===== config.mk =====
export PLATFORM = sky130hd
export DESIGN_NAME = sync_fifo
export DESIGN_NICKNAME = d
export VERILOG_FILES = /design/src/rtl/sync_fifo_pkg.sv /design/src/rtl/sync_fifo_mem.sv /design/src/rtl/sync_fifo.sv
export SDC_FILE = /design/constraint.sdc
export NUM_CORES = 1
export LEC_CHECK = 0
export ABC_AREA = 1
export CORE_ASPECT_RATIO = 0.75
export CORE_MARGIN = 2
export CORE_UTILIZATION = 55
export DETAILED_ROUTE_END_ITERATION = 16
export HOLD_SLACK_MARGIN = 0.03
export PLACE_DENSITY = 0.79
export REMOVE_ABC_BUFFERS = 1
export SETUP_SLACK_MARGIN = 0.1
export SLEW_MARGIN = 15
export SYNTH_ARGS = -nofsm -noshare
export SYNTH_HDL_FRONTEND = slang
export SYNTH_HIERARCHICAL = 1
export SYNTH_SLANG_ARGS = --single-unit
export TNS_END_PERCENT = 100

===== constraint.sdc =====
create_clock -name i_clk -period 2.5 [get_ports i_clk]
set_input_delay 0.25 -clock i_clk [delete_from_list [all_inputs] [get_ports i_clk]]
set_output_delay 0.25 -clock i_clk [all_outputs]
set_load 0.02 [all_outputs]

===== src/rtl/sync_fifo_pkg.sv =====
`default_nettype none
// ============================================================================
// Module      : sync_fifo_pkg
// Description : Shared helpers for the single-clock FIFO: pointer increment
//               with explicit wrap, pointer/count width helpers and the error
//               event enumeration.
// Revision    : 1.0 - initial release
// ============================================================================
package sync_fifo_pkg;

  // Error events a FIFO access can raise.
  typedef enum logic [1:0] {
    ERR_NONE = 2'd0,
    ERR_OVF  = 2'd1,
    ERR_UNF  = 2'd2
  } fifo_err_e;

  // Width of a count that must hold 0..depth inclusive.
  function automatic int cnt_width(input int depth);
    return $clog2(depth + 1);
  endfunction

  // Width of a pointer that addresses 0..depth-1 (at least one bit).
  function automatic int ptr_width(input int depth);
    return (depth <= 2) ? 1 : $clog2(depth);
  endfunction

  // Advance a pointer, wrapping depth-1 back to 0. Depth need not be a
  // power of two, so the wrap is an explicit compare rather than overflow.
  function automatic logic [31:0] ptr_inc(input logic [31:0] ptr,
                                          input logic [31:0] depth);
    return (ptr == depth - 32'd1) ? 32'd0 : ptr + 32'd1;
  endfunction

endpackage : sync_fifo_pkg
`default_nettype wire


===== src/rtl/sync_fifo_mem.sv =====
`default_nettype none
// ============================================================================
// Module      : sync_fifo_mem
// Description : DEPTH x WIDTH storage with one write port and one read port.
//               Default build: registered read port (data one cycle after
//               rd_en, held otherwise, cleared by rst).
//               SYNC_FIFO_FWFT_EN defined: asynchronous read port; rst and
//               rd_en are not present in that build.
// Ports       : clk      - clock
//               rst      - async active-high reset of the read register
//               rd_en    - registered read enable
//               wr_en    - write enable
//               wr_addr  - write address
//               wr_data  - write data
//               rd_addr  - read address
//               rd_data  - read data
// Revision    : 1.0 - initial release
// ============================================================================
module sync_fifo_mem #(
  parameter int WIDTH = 8,
  parameter int DEPTH = 16,
  parameter int AW    = 4
) (
  input  logic             clk,
`ifndef SYNC_FIFO_FWFT_EN
  input  logic             rst,
  input  logic             rd_en,
`endif
  input  logic             wr_en,
  input  logic [AW-1:0]    wr_addr,
  input  logic [WIDTH-1:0] wr_data,
  input  logic [AW-1:0]    rd_addr,
  output logic [WIDTH-1:0] rd_data
);

  // Storage is deliberately not reset.
  logic [WIDTH-1:0] mem [DEPTH];

  always_ff @(posedge clk) begin
    if (wr_en) begin
      mem[wr_addr] <= wr_data;
    end
  end

`ifdef SYNC_FIFO_FWFT_EN
  assign rd_data = mem[rd_addr];
`else
  always_ff @(posedge clk or posedge rst) begin
    if (rst) begin
      rd_data <= '0;
    end else if (rd_en) begin
      rd_data <= mem[rd_addr];
    end
  end
`endif

endmodule : sync_fifo_mem
`default_nettype wire


===== src/rtl/sync_fifo.sv =====
`default_nettype none
// ============================================================================
// Module      : sync_fifo
// Description : Single-clock FIFO with arbitrary DEPTH (>=2), occupancy
//               count, almost-full/almost-empty thresholds, synchronous
//               flush and sticky overflow/underflow error flags.
//               Build option SYNC_FIFO_FWFT_EN: first-word-fall-through read
//               (o_rdata = head, o_rvalid = !o_empty). Default: registered
//               read with one cycle latency and a one-cycle o_rvalid pulse.
// Ports       : i_clk, i_rst (async, active-high), i_flush
//               i_wdata/i_wen  - write side
//               i_ren          - read request
//               o_rdata/o_rvalid - read data and its qualifier
//               o_full/o_empty/o_afull/o_aempty/o_count - occupancy status
//               o_overflow/o_underflow - sticky error flags (cleared by reset)
// Revision    : 1.0 - initial release
// ============================================================================
module sync_fifo
  import sync_fifo_pkg::*;
#(
  parameter int WIDTH     = 8,
  parameter int DEPTH     = 16,
  parameter int AFULL_TH  = 14,
  parameter int AEMPTY_TH = 2
) (
  input  logic                        i_clk,
  input  logic                        i_rst,
  input  logic                        i_flush,
  input  logic [WIDTH-1:0]            i_wdata,
  input  logic                        i_wen,
  input  logic                        i_ren,
  output logic [WIDTH-1:0]            o_rdata,
  output logic                        o_rvalid,
  output logic                        o_full,
  output logic                        o_empty,
  output logic                        o_afull,
  output logic                        o_aempty,
  output logic [cnt_width(DEPTH)-1:0] o_count,
  output logic                        o_overflow,
  output logic                        o_underflow
);

  localparam int CW = cnt_width(DEPTH);
  localparam int PW = ptr_width(DEPTH);

  // Elaboration-time parameter legality checks.
  if (DEPTH < 2) begin : g_bad_depth
    $error("sync_fifo: DEPTH must be >= 2");
  end
  if (AFULL_TH < 1 || AFULL_TH > DEPTH) begin : g_bad_afull
    $error("sync_fifo: AFULL_TH must be in 1..DEPTH");
  end
  if (AEMPTY_TH < 0 || AEMPTY_TH > DEPTH - 1) begin : g_bad_aempty
    $error("sync_fifo: AEMPTY_TH must be in 0..DEPTH-1");
  end

  logic [PW-1:0]    wptr;
  logic [PW-1:0]    rptr;
  logic [PW-1:0]    wptr_nxt;
  logic [PW-1:0]    rptr_nxt;
  logic [CW-1:0]    count_next;
  logic             wacc;
  logic             racc;
  logic [WIDTH-1:0] mem_rdata;

  // Acceptance uses the registered flags; on a full or empty edge this is
  // what makes a simultaneous read/write resolve to exactly one operation.
  assign wacc = i_wen && !o_full;
  assign racc = i_ren && !o_empty;

  assign count_next = o_count + CW'(wacc) - CW'(racc);
  assign wptr_nxt   = PW'(ptr_inc(32'(wptr), 32'(DEPTH)));
  assign rptr_nxt   = PW'(ptr_inc(32'(rptr), 32'(DEPTH)));

  always_ff @(posedge i_clk or posedge i_rst) begin
    if (i_rst) begin
      wptr        <= '0;
      rptr        <= '0;
      o_count     <= '0;
      o_full      <= 1'b0;
      o_empty     <= 1'b1;
      o_afull     <= 1'b0;
      o_aempty    <= 1'b1;
      o_overflow  <= 1'b0;
      o_underflow <= 1'b0;
    end else if (i_flush) begin
      // Flush wins over any same-cycle access and leaves sticky errors alone.
      wptr     <= '0;
      rptr     <= '0;
      o_count  <= '0;
      o_full   <= 1'b0;
      o_empty  <= 1'b1;
      o_afull  <= 1'b0;
      o_aempty <= 1'b1;
    end else begin
      if (wacc) begin
        wptr <= wptr_nxt;
      end
      if (racc) begin
        rptr <= rptr_nxt;
      end
      o_count  <= count_next;
      o_full   <= (count_next == CW'(DEPTH));
      o_empty  <= (count_next == '0);
      o_afull  <= (count_next >= CW'(AFULL_TH));
      o_aempty <= (count_next <= CW'(AEMPTY_TH));
      if (i_wen && o_full) begin
        o_overflow <= 1'b1;
      end
      if (i_ren && o_empty) begin
        o_underflow <= 1'b1;
      end
    end
  end

`ifdef SYNC_FIFO_FWFT_EN
  sync_fifo_mem #(
    .WIDTH (WIDTH),
    .DEPTH (DEPTH),
    .AW    (PW)
  ) u_mem (
    .clk     (i_clk),
    .wr_en   (wacc && !i_flush),
    .wr_addr (wptr),
    .wr_data (i_wdata),
    .rd_addr (rptr),
    .rd_data (mem_rdata)
  );

  // Head word is visible whenever the FIFO holds data.
  assign o_rdata  = mem_rdata;
  assign o_rvalid = !o_empty;
`else
  logic rvalid_q;

  sync_fifo_mem #(
    .WIDTH (WIDTH),
    .DEPTH (DEPTH),
    .AW    (PW)
  ) u_mem (
    .clk     (i_clk),
    .rst     (i_rst),
    .rd_en   (racc && !i_flush),
    .wr_en   (wacc && !i_flush),
    .wr_addr (wptr),
    .wr_data (i_wdata),
    .rd_addr (rptr),
    .rd_data (mem_rdata)
  );

  always_ff @(posedge i_clk or posedge i_rst) begin
    if (i_rst) begin
      rvalid_q <= 1'b0;
    end else begin
      rvalid_q <= racc && !i_flush;
    end
  end

  assign o_rdata  = mem_rdata;
  assign o_rvalid = rvalid_q;
`endif

endmodule : sync_fifo
`default_nettype wire


Yosys cells after proc, flatten, opt, wreduce, memory -nomap -nowiden. Memory sizes are Yosys's and may differ from the RTL's. A register that Yosys moved wholly into a read port is not among the register bits. Cells that the tools add are included.

Register bits: 20. Bits of input ports: 13. Latch bits: 0. Memories: 1. Word-level logic and storage cells: 48. Output and inout bits: 20. Memory bits (read-only): 0. RAM bits: 128.

Shifts and indexed selects: 0. Equal/unequal tests: 3. Order comparisons: 2. Mux-type cells: 13. Reduce and logical (&&, ||, !) cells: 14. $mul: 0. Bitwise gates (word level): 1. Add/subtract/negate cells: 4. Div/mod/pow operators: 0.

Memories: u_mem.mem (depth 16, width 8, rd ports 1, clocked after memory_dff 1, write ports 1, RTL line sync_fifo_mem.sv:37) `logic [WIDTH-1:0] mem [DEPTH];`.

Operator list (count): $mux W4 (6); $add A4 B1 Y4 const B (2); $eq A4 B4 Y1 const B (2); $logic_and A1 B1 Y1 (6); $mux W1 (6); $add A5 B1 Y5 (1); $eq A5 B5 Y1 const B (1); $ge A5 B4 Y1 const B (1); $le A5 B2 Y1 const B (1); $logic_not A5 Y1 (1); $mux W5 (1); $sub A5 B1 Y5 (1); $reduce_and A2 Y1 (2); $reduce_bool A2 Y1 (2); $logic_not A1 Y1 (3); $not A1 Y1 (1).

Longest topological paths before layout.
Word-level depth: 6. Mapped depth: 16. Mapped depth without buffers: 16.

Cells and area by module. The synthesis kept the hierarchy.

By module, submodules not included: sync_fifo_mem (area each 5595.4 µm², sequential area each 4043.9 µm², times used 1, cells each 482); sync_fifo (area each 1081.0 µm², sequential area each 503.0 µm², times used 1, cells each 133).

Worst setup path before layout. No wires, ideal clock.

Path type: register to register. Start point: register o_empty. End point: register o_full. Path slack: 0.454 ns. Arrival time: 1.975 ns. Cell stages (with the launch flop): 15. Library setup time: 0.071 ns. Buffers on the path: 0. Data required time: 2.429 ns. Clock period less this slack: 2.046 ns. Path through: dfstp_2 > nor2_1 > inv_2 > nor2_1 > inv_1 > nand2_1 > ha_1 > inv_1 > fa_1 > inv_1 > nand2_1 > and2_4 > nor2_1 > nand2_1 > nor2_1.

Cells in the longest elaborated chain, start to end: 5.

RTL lines: start, declared (RTL line sync_fifo.sv:35) `output logic o_empty,`; start signal, assigned (RTL line sync_fifo.sv:104) `o_empty <= (count_next == '0);`; $logic_not A1 Y1 (RTL line sync_fifo.sv:69) `assign racc = i_ren && !o_empty;`; $logic_and A1 B1 Y1 (RTL line sync_fifo.sv:69); $sub A5 B1 Y5 (RTL line sync_fifo.sv:71) `assign count_next = o_count + CW'(wacc) - CW'(racc);`; $eq A5 B5 Y1 (RTL line sync_fifo.sv:103) `o_full <= (count_next == CW'(DEPTH));`; $mux W1 (RTL line sync_fifo.sv:86) `end else if (i_flush) begin`; end signal, assigned (RTL line sync_fifo.sv:103); end, declared (RTL line sync_fifo.sv:34) `output logic o_full,`.

Every way passes these cells. A chain may end at the register's enable or synchronous reset.

Worst setup path after layout. Ends and elaborated chain as after synthesis.

==> flow_summary.json <==
{
  "numCtsBuffers": 17,
  "cp-start-kind": "flop",
  "p_leak_uw": 0.00308,
  "row_count": 34,
  "io_pins": 33,
  "arrival_ns": 2.60,
  "synthToLayoutAreaGrowth_pct": 16.2,
  "routed_wl_um": 15300,
  "yosys.cell_types.count": 25,
  "ys_seq_elements": 156,
  "cp_data_required_time_ns": 2.85,
  "final_common_cell": "nand2_1",
  "htree_levels": 4,
  "via_per_inst": 5.60,
  "hpwl_um": 9790,
  "drive_above_1_share_pct": 9.72,
  "rsz0062_at_grt": "no",
  "status": "completed",
  "critPathKind": "reg2reg",
  "peakVddDrop_mv": 0.558,
  "hold_class": "in2async",
  "drt_iter0_markers": 603,
  "drv_cap": 0,
  "dieArea_mm2": 0.0130,
  "io_buffers": 32,
  "synth_compound_area_share_pct": 1.27,
  "coreArea_mm2": 0.0117,
  "setup_violations": 0,
  "final_util_pct": 66.3,
  "clkLatencyLatePin_ns": 0.42,
  "routedWlPerCell_um": 18.2,
  "diodes": 0,
  "max_freq_mhz": 444,
  "antenna_found_initial": 0,
  "grt.overflow.total": 0,
  "cts.reportedPaths.clkPinSlew_ns": 0.06,
  "fillCellCount": 850,
  "synth-adder-area-share_pct": 1.42,
  "post_cts_resized": 0,
  "skew_ns": 0.00481,
  "synth_top_family_by_area": "simple AND/OR/NAND/NOR gates",
  "async_reset_ff_share_pct": 17.9,
  "power_uw": 7160,
  "syn_avg_cell_area_um2": 10.9,
  "cts_tree": "built",
  "grtUsageTotal_pct": 24.8,
  "first_pass_iters": 5,
  "grt_max_degree": 52,
  "synthMuxAreaShare_pct": 0,
  "layout_worst_path_cycle_share_pct": 90.1,
  "route.detailed.drc": 0,
  "start_util_pct": 57.1,
  "slew_headroom_pct": 45.7,
  "finalHoldViolCount": 0,
  "synth-seq-area-share_pct": 68.1,
  "powerDensity_mw_per_mm2": 923,
  "layout_common_cells": "nand2_1 (230), edfxtp_1 (128), nand3_1 (115)",
  "die_y_um": 99.4,
  "synth_xor_area_share_pct": 0.262,
  "cts_setup_buffers": 0,
  "cts_root_buf": "clkbuf_16",
  "via_count": 4712,
  "ys.flop_type": "edfxtp_1",
  "fin_nets": 686,
  "die_w_um": 131,
  "synth_edf_count": 128,
  "crit_fanout": 6,
  "syn_area_mm2": 0.00668,
  "cts_hold_buffers": 0,
  "cts.sinks": 156,
  "finalCriticalPeriod_ns": 2.25,
  "synth_simple_gate_area_share_pct": 23.8,
  "synth_cells": 615,
  "grt_pass1_vias": 4473,
  "worst_pin_slew_ns": 0.814,
  "routabilityCongestion": 0.960,
  "clockBufferDepth": 2,
  "synth_warnings": 6,
  "grt_pass1_wl_um": 24100,
  "slew_viol_final": 0,
  "final_antenna_net_count": 0,
  "cp-end-kind": "flop"
}
==> synth_stat cells, types with 2 or more instances <==
library cell / count / area [um2]
dfrtp_1: 26 / 651
inv_1: 26 / 97.6
nand3_1: 116 / 581
dfstp_2: 2 / 52.6
a31o_2: 2 / 17.5
o21ai_1: 2 / 10.0
nand2_1: 230 / 863
edfxtp_1: 128 / 3840
a21oi_1: 4 / 20.0
nor2_1: 28 / 105
buf_4: 4 / 30.0
clkbuf_8: 3 / 41.3
o21ai_0: 6 / 30.0
buf_6: 10 / 113
nand3b_1: 2 / 15.0
ha_1: 6 / 75.1
inv_2: 4 / 15.0
buf_2: 9 / 45.0
==> flip-flops by register name, indices dropped and copies added, names as in the netlist <==
name           flops
rptr               4
wptr               4
o_underflow        1
o_aempty           1
o_empty            1
o_count            5
o_overflow         1
o_afull            1
o_full             1
u_mem/mem        128
o_rvalid           1
u_mem/rd_data      8
==> cells by family (layout without fill, tap and decap cells) <==
logic type      count (synthesis)  count (layout)
compound gates                 15              15
buf+inv                        56             120
fa+ha+maj                       7               7
xor+xnor                        2               2
simple gates                  379             379
flops                         156             156
==> area by class of cell <==
| type | count | area (um2) | share of cell area [%] |
|---|---|---|---|
| sequential | 156 | 4550 | 58.6 |
| multi-input combinational | 403 | 1800 | 23.2 |
| clock buffer | 23 | 448 | 5.77 |
| clock inverter | 9 | 120 | 1.55 |
| timing repair buffer | 58 | 528 | 6.81 |
| tap | 162 | 203 | 2.61 |
| inverter | 30 | 113 | 1.45 |
==> per-stage QoR <==
step                instances  cell area (um2)  hold WS (ns)  setup TNS (ns)  setup WS [ns]
global placement          809             7180         0.456               0         0.0923
detailed placement        809             7180         0.467         -0.0166        -0.0128
floorplan                 589             6450        0.0657           -1.15         -0.144
global route              841             7760         0.142               0          0.149
CTS                       841             7750         0.130               0          0.223
finish                    841             7760         0.124               0          0.248
==> path summary, 6_finish.rpt <==
path,end,from,slack (ns),cells past startpoint
max,o_full,o_empty,0.25,14
min,u_mem/rd_data[5],i_rst,0.12,2
max reg2reg,o_full,o_empty,0.25,14
min reg2reg,o_underflow,o_underflow,0.47,1
max in group asynchronous,rptr[0],i_rst,1.60,2
min in group i_clk,o_underflow,o_underflow,0.47,1
==> per-layer routing <==
layer  GRT usage [%]  share of wire [%]  vias up  routed length (um)
met3            7.14                 10       22                1570
li1                -                  -     2189                   -
met5               0                  0        -                   0
met1            35.7                 42     2260                6480
met4            6.77                1.3        0                 194
met2            37.7                 46      241                7070
==> power breakdown <==
group | switching, uW | internal [uW] | total [uW]
clock network | 941 | 1560 | 2500
registers | 106 | 2980 | 3080
logic | 998 | 581 | 1580
total | 2040 | 5110 | 7160
==> worst max-delay path, stage by stage (launching register included) <==
cell and delay, ns:
dfstp_2 0.55, nor2_1 0.06, inv_2 0.05, buf_4 0.14
nand2_1 0.06, nand2_1 0.08, ha_2 0.19, inv_1 0.06
fa_2 0.35, inv_2 0.07, nand2_1 0.08, and2_4 0.19
nor2_1 0.13, nand2_1 0.07, nor2_1 0.10
(Power assumes the default switching activity.)
